<file path="src/rtl/com_pkg.sv">
// Shared types and constants for the UART transmit path that drains the CPU
// communication stage.
package com_pkg;

  typedef enum logic [1:0] {IDLE, START, DATA, STOP} tx_state_t;

  localparam int UART_DATA_BITS       = 8;
  localparam int DEFAULT_CLKS_PER_BIT = 434;

endpackage

</file>
<file path="src/rtl/com_fifo.sv">
// Circular-buffer byte FIFO. A push into a full FIFO is accepted only when a
// pop happens in the same cycle.
module com_fifo #(
  parameter int DEPTH = 16,
  parameter int WIDTH = 8,
  localparam int AW   = $clog2(DEPTH)
) (
  input  logic             clk,
  input  logic             reset,
  input  logic             push,
  input  logic [WIDTH-1:0] wr_data,
  input  logic             pop,
  output logic [WIDTH-1:0] rd_data,
  output logic [AW:0]      count,
  output logic             full,
  output logic             empty
);

  logic [WIDTH-1:0] mem_q [DEPTH];
  logic [AW-1:0]    wr_ptr_q, wr_ptr_d;
  logic [AW-1:0]    rd_ptr_q, rd_ptr_d;
  logic [AW:0]      count_q, count_d;
  logic             do_push, do_pop;

  assign full    = (count_q == (AW+1)'(DEPTH));
  assign empty   = (count_q == '0);
  assign do_pop  = pop & ~empty;
  assign do_push = push & (~full | do_pop);
  assign rd_data = mem_q[rd_ptr_q];
  assign count   = count_q;

  always_comb begin
    wr_ptr_d = wr_ptr_q;
    rd_ptr_d = rd_ptr_q;
    count_d  = count_q;
    if (do_push) wr_ptr_d = wr_ptr_q + 1'b1;
    if (do_pop)  rd_ptr_d = rd_ptr_q + 1'b1;
    case ({do_push, do_pop})
      2'b10:   count_d = count_q + 1'b1;
      2'b01:   count_d = count_q - 1'b1;
      default: count_d = count_q;
    endcase
  end

  always_ff @(posedge clk or posedge reset) begin
    if (reset) begin
      wr_ptr_q <= '0;
      rd_ptr_q <= '0;
      count_q  <= '0;
    end else begin
      wr_ptr_q <= wr_ptr_d;
      rd_ptr_q <= rd_ptr_d;
      count_q  <= count_d;
    end
  end

  // Storage carries no reset; stale entries are never read while empty.
  always_ff @(posedge clk) begin
    if (do_push) mem_q[wr_ptr_q] <= wr_data;
  end

endmodule

</file>
<file path="src/rtl/com_uart_tx.sv">
// Buffers bytes from the CPU communication strobe and sends them as 8N1 UART
// frames; flags bytes lost to a full buffer.
module com_uart_tx
  import com_pkg::*;
#(
  parameter int CLKS_PER_BIT = DEFAULT_CLKS_PER_BIT,
  parameter int FIFO_DEPTH   = 16
) (
  input  logic                        clk,
  input  logic                        reset,
  input  logic                        byte_strobe,
  input  logic [7:0]                  byte_data,
  output logic                        tx,
  output logic                        busy,
  output logic [$clog2(FIFO_DEPTH):0] fifo_count,
  output logic                        fifo_full,
  output logic                        overflow
);

  localparam int             BW        = $clog2(CLKS_PER_BIT);
  localparam logic [BW-1:0]  BAUD_LAST = BW'(CLKS_PER_BIT - 1);
  localparam logic [2:0]     BIT_LAST  = 3'(UART_DATA_BITS - 1);

  logic                      s_q1, s_q2;
  logic                      push_req;
  logic                      pop;
  logic                      fifo_empty;
  logic [UART_DATA_BITS-1:0] head;

  tx_state_t                 state_q, state_d;
  logic [BW-1:0]             baud_q, baud_d;
  logic [2:0]                bit_q, bit_d;
  logic [UART_DATA_BITS-1:0] shift_q, shift_d;
  logic                      tx_q, tx_d;
  logic                      busy_q, busy_d;
  logic                      overflow_q, overflow_d;
  logic                      baud_last;

  // Level strobe -> single push one cycle after its rise.
  assign push_req = s_q1 & ~s_q2;

  com_fifo #(
    .DEPTH (FIFO_DEPTH),
    .WIDTH (UART_DATA_BITS)
  ) u_fifo (
    .clk     (clk),
    .reset   (reset),
    .push    (push_req),
    .wr_data (byte_data),
    .pop     (pop),
    .rd_data (head),
    .count   (fifo_count),
    .full    (fifo_full),
    .empty   (fifo_empty)
  );

  assign baud_last = (baud_q == BAUD_LAST);

  always_comb begin
    state_d = state_q;
    baud_d  = baud_q;
    bit_d   = bit_q;
    shift_d = shift_q;
    tx_d    = tx_q;
    pop     = 1'b0;
    case (state_q)
      IDLE: begin
        tx_d = 1'b1;
        if (!fifo_empty) begin
          pop     = 1'b1;
          shift_d = head;
          baud_d  = '0;
          bit_d   = '0;
          state_d = START;
          tx_d    = 1'b0;
        end
      end
      START: begin
        if (baud_last) begin
          baud_d  = '0;
          state_d = DATA;
          tx_d    = shift_q[0];
        end else begin
          baud_d = baud_q + 1'b1;
        end
      end
      DATA: begin
        if (baud_last) begin
          baud_d = '0;
          if (bit_q == BIT_LAST) begin
            state_d = STOP;
            tx_d    = 1'b1;
          end else begin
            shift_d = shift_q >> 1;
            bit_d   = bit_q + 1'b1;
            tx_d    = shift_q[1];
          end
        end else begin
          baud_d = baud_q + 1'b1;
        end
      end
      STOP: begin
        tx_d = 1'b1;
        if (baud_last) begin
          baud_d  = '0;
          state_d = IDLE;
        end else begin
          baud_d = baud_q + 1'b1;
        end
      end
      default: begin
        state_d = IDLE;
        tx_d    = 1'b1;
      end
    endcase
    // tx and busy are registered from the next state so they change together.
    busy_d     = (state_d != IDLE);
    overflow_d = overflow_q | (push_req & fifo_full & ~pop);
  end

  always_ff @(posedge clk or posedge reset) begin
    if (reset) begin
      s_q1       <= 1'b0;
      s_q2       <= 1'b0;
      state_q    <= IDLE;
      baud_q     <= '0;
      bit_q      <= '0;
      shift_q    <= '0;
      tx_q       <= 1'b1;
      busy_q     <= 1'b0;
      overflow_q <= 1'b0;
    end else begin
      s_q1       <= byte_strobe;
      s_q2       <= s_q1;
      state_q    <= state_d;
      baud_q     <= baud_d;
      bit_q      <= bit_d;
      shift_q    <= shift_d;
      tx_q       <= tx_d;
      busy_q     <= busy_d;
      overflow_q <= overflow_d;
    end
  end

  assign tx       = tx_q;
  assign busy     = busy_q;
  assign overflow = overflow_q;

endmodule

</file>
<file path="config.mk">
export PLATFORM = sky130hd
export DESIGN_NAME = com_uart_tx
export DESIGN_NICKNAME = d
export VERILOG_FILES = /design/src/rtl/com_pkg.sv /design/src/rtl/com_fifo.sv /design/src/rtl/com_uart_tx.sv
export SDC_FILE = /design/constraint.sdc
export NUM_CORES = 1
export LEC_CHECK = 0
export BUFFER_PORTS_ARGS = -buffer_cell sky130_fd_sc_hd__buf_2
export CORE_ASPECT_RATIO = 0.9
export CORE_MARGIN = 2
export CORE_UTILIZATION = 60
export DETAILED_ROUTE_END_ITERATION = 6
export PLACE_DENSITY = 0.84
export SLEW_MARGIN = 0
export SYNTH_ARGS = -nofsm -noshare
export SYNTH_HDL_FRONTEND = slang
export SYNTH_HIERARCHICAL = 1
export SYNTH_SLANG_ARGS = --single-unit
</file>
<file path="constraint.sdc">
create_clock -name clk -period 7.9 [get_ports clk]
set_input_delay 1.58 -clock clk [delete_from_list [all_inputs] [get_ports clk]]
set_output_delay 1.58 -clock clk [all_outputs]
set_load 0.1 [all_outputs]
</file>
# ---- Word-level counts from Yosys, hierarchy flattened
# Memories as Yosys holds them, arrays and structs flattened.
# Cells that the tools add are included.
dict set report totals {
  reg_bits 40
  mem_bits_rw 128
  in_bits 11
  output_inout_bits 9
  word_cells 77
  mem_count 1
}
# name words width read_ports rd_ports_with_merged_regs write_ports line
set mem_list {}
lappend mem_list {u_fifo.mem_q 16 8 1 0 1 com_fifo.sv:19} ;# logic [WIDTH-1:0] mem_q [DEPTH];
dict set report classes {
  addsub 6
  eq_ne 12
  mux 27
  n_bitwise 11
  n_reduce_logical 8
}
# operator count
set ops {}
lappend ops {{two-way mux 8 bit} 3}
lappend ops {{two-way mux 9 bit} 2}
lappend ops {{case mux 9 bit (2 select lines)} 1}
lappend ops {{case mux 8 bit (2 select lines)} 1}
lappend ops {{two-way mux 2 bit} 5}
lappend ops {{case mux 5 bit (2 select lines)} 1}
lappend ops {{adder 9 x 1 -> 9 bit, second input constant} 1}
lappend ops {{equality test 9 bit, second input constant} 1}
lappend ops {{two-way mux 3 bit} 3}
lappend ops {{adder 4 x 1 -> 4 bit, second input constant} 2}
lappend ops {{two-way mux 1 bit} 8}
lappend ops {{inequality test 2 bit, second input constant} 4}
lappend ops {{case mux 2 bit (4 select lines)} 1}
lappend ops {{equality test 2 bit, second input constant} 3}
lappend ops {{case mux 3 bit (2 select lines)} 1}
lappend ops {{nonzero test 2 bit} 3}
lappend ops {{adder 5 x 1 -> 5 bit, second input constant} 1}
lappend ops {{bitwise AND 1 bit} 5}
lappend ops {{equality test 5 bit, second input constant} 1}
lappend ops {{zero test 5 bit} 1}
lappend ops {{subtractor 5 x 1 -> 5 bit, second input constant} 1}
lappend ops {{equality test 2 x 1 -> 1 bit, second input constant} 2}
lappend ops {{inverter 1 bit} 4}
lappend ops {{case mux 1 bit (4 select lines)} 1}
lappend ops {{other kinds (7)} 8}

# ---- Depth between registers and ports, before layout
dict set report depth {
  ltp_word 8
  mapped_depth 12
  ltp_nobuf 12
}

# ---- Hierarchy
# The synthesis kept the hierarchy.
# module n_inst cells_each area_each_um2 seq_area_each_um2
set by_module_without_submodules {}
lappend by_module_without_submodules {com_fifo 1 298 5754.3 4169.0}
lappend by_module_without_submodules {com_uart_tx 1 116 1405.1 676.9}

# ---- Worst setup path after synthesis
# OpenSTA, ideal clock, no wires.
dict set report synth_path {
  kind {register to output}
  start {reg u_fifo.count_q[0] (netlist: u_fifo/count[0])}
  end {out fifo_full}
  t_arrival_ns 2.158
  required_time_ns 6.320
  setup_slack_ns 4.162
  path_stages_with_launch 3
  path_buffers 0
  path_cell_list {dfrtp_1 -> nor4_4 -> and2_1}
}
dict set report synth_via {
  elab_chain_cells 1
}
# item line
set synth_rtl {}
lappend synth_rtl {{from (decl)} com_fifo.sv:22} ;# logic [AW:0] count_q, count_d;
lappend synth_rtl {{from (signal assigned)} com_fifo.sv:53} ;# count_q <= count_d;
lappend synth_rtl {{equality test 5 bit} com_fifo.sv:25} ;# assign full = (count_q == (AW+1)'(DEPTH));
lappend synth_rtl {{to (decl)} com_uart_tx.sv:16} ;# output logic fifo_full,
# No other way between the ends.

# ---- Worst setup path in the final report
# Ends and elaborated chain as after synthesis.

==> run metrics <==
core region area 0.0115 mm2; Synthesized Nets 438; Area after DPL 0.00735 mm2; CP arrival 2.05 ns; CP Max Fanout 8; Worst path depth 3; share of synthesized registers carrying an async set or reset 23.8%; drt pass-1 iters 6; outcome finished, final reports clean; most common library cells after synthesis edfxtp_1, dfrtp_1, mux4_2, nand2_1; Max Clock Skew 0.0107 ns; fin area 0.00791 mm2; Hold-fix buffers, CTS 0; Crit path required time 6.32 ns; Yosys top cell area share 53.7%; period utilization 45.9%; clock power share 31.1%; H-tree depth 4; worst reg2reg path endpoint u_fifo/mem_q[4][6]; worst hold slack 0.387 ns; post-synth top area cell edfxtp_1; Net Sw Frac 31.1%; Overall Global Routing Usage 22.5%; ys flop type edfxtp_1; share of cells above drive strength 1 24.8%; Ys Warns 6; Setup Buffers After CTS 0; relative slew slack 34.1%; vias in the first global route 3,819; Layout area overhead 10.4%; Peak Freq 276 MHz; first-pass GRT wire length 21,300 um; Iter 0 DRT Violations 363; Via-to-Cell Ratio 6.33; drt total wl 13,100 um; endpoints failing setup 0; Leak 2.84 nW; Seq pwr share 45.8%; largest net degree at the start of global routing 36; Initial Util 62.1%; Post-Route Setup TNS 0 ns; Top Ports 20; CP cell instances nor4_4 -> and2_1 -> buf_2; Routed wire per std cell 21.8 um; Power Total 2.47 mW; clock latency on the worst-skew pair 0.42 ns; HP Start s_q1; PD cells 313 mW/mm2; Worst setup EP type output pin; CP peak stage delay 0.53 ns; clock buffer count from CTS 17; clk root buf clkbuf_16; sequential area share after synthesis 67.7%; Filler Cells Inserted 713; RD Place Congestion 0.865; clock sink count 168; # DRC 0; P_int 1.71 mW; port bufs 19; Critical Path Start u_fifo/count[0]; flops & latches, synth 168; hpwl dp 8370 um; Mapped Area 0.00716 mm2; worst min path class reg -> reg; critical path launch point type register; max-cap viol count 0; combinational share of power 23.0%; CTS resizes 0; RR Startpoint u_fifo/count[0]; Slew Limit Fails 0; critical path buffer and inverter count 1; Final nets 459; Setup Crit Path Kind reg -> out; TritonCTS clock tree yes; switching pwr 0.768 mW; Final Critical Period 3.63 ns; Die Area 0.0128 mm2; EDFF count, synth 128; RSZ-0062 raised after global routing no; crit-path leading delay family simple AND/OR/NAND/NOR gates; Die Span Y 108 um; # diodes 0; most common cell in the netlist edfxtp_1; grt ovf 0; Mapped Cells 414; FP Rows 37; flop-to-flop setup slack 4.84 ns; Die W 119 um; Detail Route Antenna Nets 0; Crit-path slowest cell nor4_4; worst r2r path cells 8; final-report hold violation count 0; CP endpoint fifo_full; Via Count 3,814; Distinct cells, synth 57; Worst Tran Pin Value 0.988 ns; Clk pin slew, worst setup/hold paths 0.06 ns; Worst VDD drop 0.214 mV; dominant cells by area after synthesis edfxtp_1, dfrtp_1, mux4_2; CTS max path bufs 2; Avg Cell Area, Syn 17.3 um2; initial antenna violation count 0
[metal layers]
layer,GRT usage (%),share of wire (%),vias to the layer above
met5,0,0,-
met4,8.25,1.6,0
met3,6.67,5.9,20
met2,34.3,49,147
met1,31.4,44,1971
li1,-,-,1676
[state kept, by name, summed over array words and instances, names as in the netlist]
signal / cells
baud_q: 9
bit_q: 3
busy: 1
overflow: 1
s_q1: 1
s_q2: 1
shift_q: 8
state_q: 2
tx: 1
u_fifo/count: 5
u_fifo/mem_q: 128
u_fifo/rd_ptr_q: 4
u_fifo/wr_ptr_q: 4
[power by group through the flow]
stage                     registers [mW]  clock network, mW  logic [mW]
after global placement              1.14                  0       0.554
after detailed placement            1.15                  0       0.567
after CTS                           1.13              0.780       0.573
after floorplan                     1.23                  0       0.361
final                               1.13              0.770       0.570
after global routing                1.14              0.819       0.613
[worst register-to-register path, cell delays in order, from the launching register on]
cell and delay, ns:
dfrtp_1 0.46, nor4_4 0.12, nand2b_1 0.17, inv_1 0.16, nor3_4 0.46, inv_1 0.15
a31oi_1 0.42, nor2b_1 0.30, and2_1 0.46
[worst min path at each step]
stage,end,depth (start not counted)
floorplan,s_q2,0
global placement,s_q2,0
CTS,s_q2,0
detailed placement,s_q2,0
finish,s_q2,0
global route,s_q2,0
[final cells by class]
| type | count | area, um2 | area share, % |
|---|---|---|---|
| clock buffers | 19 | 433 | 5.48 |
| clock inverters | 12 | 118 | 1.49 |
| inverters | 12 | 45.0 | 0.570 |
| multi-input cells | 216 | 2160 | 27.4 |
| flip-flops and latches | 168 | 4850 | 61.3 |
| well taps | 156 | 195 | 2.47 |
| repair buffers | 20 | 103 | 1.30 |
[kinds of logic after synthesis]
logic type | after synthesis | synth area share, %
mux | 53 | 13.6
simple gates | 81 | 6.80
flops | 168 | 67.7
buf+inv | 30 | 2.10
compound gates | 59 | 6.20
fa+ha+maj | 13 | 2.38
xor+xnor | 10 | 1.22
[layout by cell type, fill, tap and decap left out, types with 10 or more instances in the layout]
cell type and instances:
edfxtp_1 128, inv_1 12, nand2_1 18, and2_1 16
mux4_2 32, ha_1 12, clkbuf_16 17, buf_2 19
a22oi_1 16, mux2_2 10, dfrtp_1 37
[per-stage QoR]
| step | utilization [%] | worst slack (ns) | cells |
|---|---|---|---|
| 2_1_floorplan | - | 4.16 | 414 |
| 3_3_place_gp | 63.8 | 4.78 | 572 |
| 3_5_place_dp | 63.8 | 4.72 | 572 |
| 4_1_cts | 68.6 | 4.26 | 603 |
| 5_1_grt | 68.6 | 4.18 | 603 |
| 6_report | 68.6 | 4.27 | 603 |
Note: power is estimated with default switching activity, not from simulation.
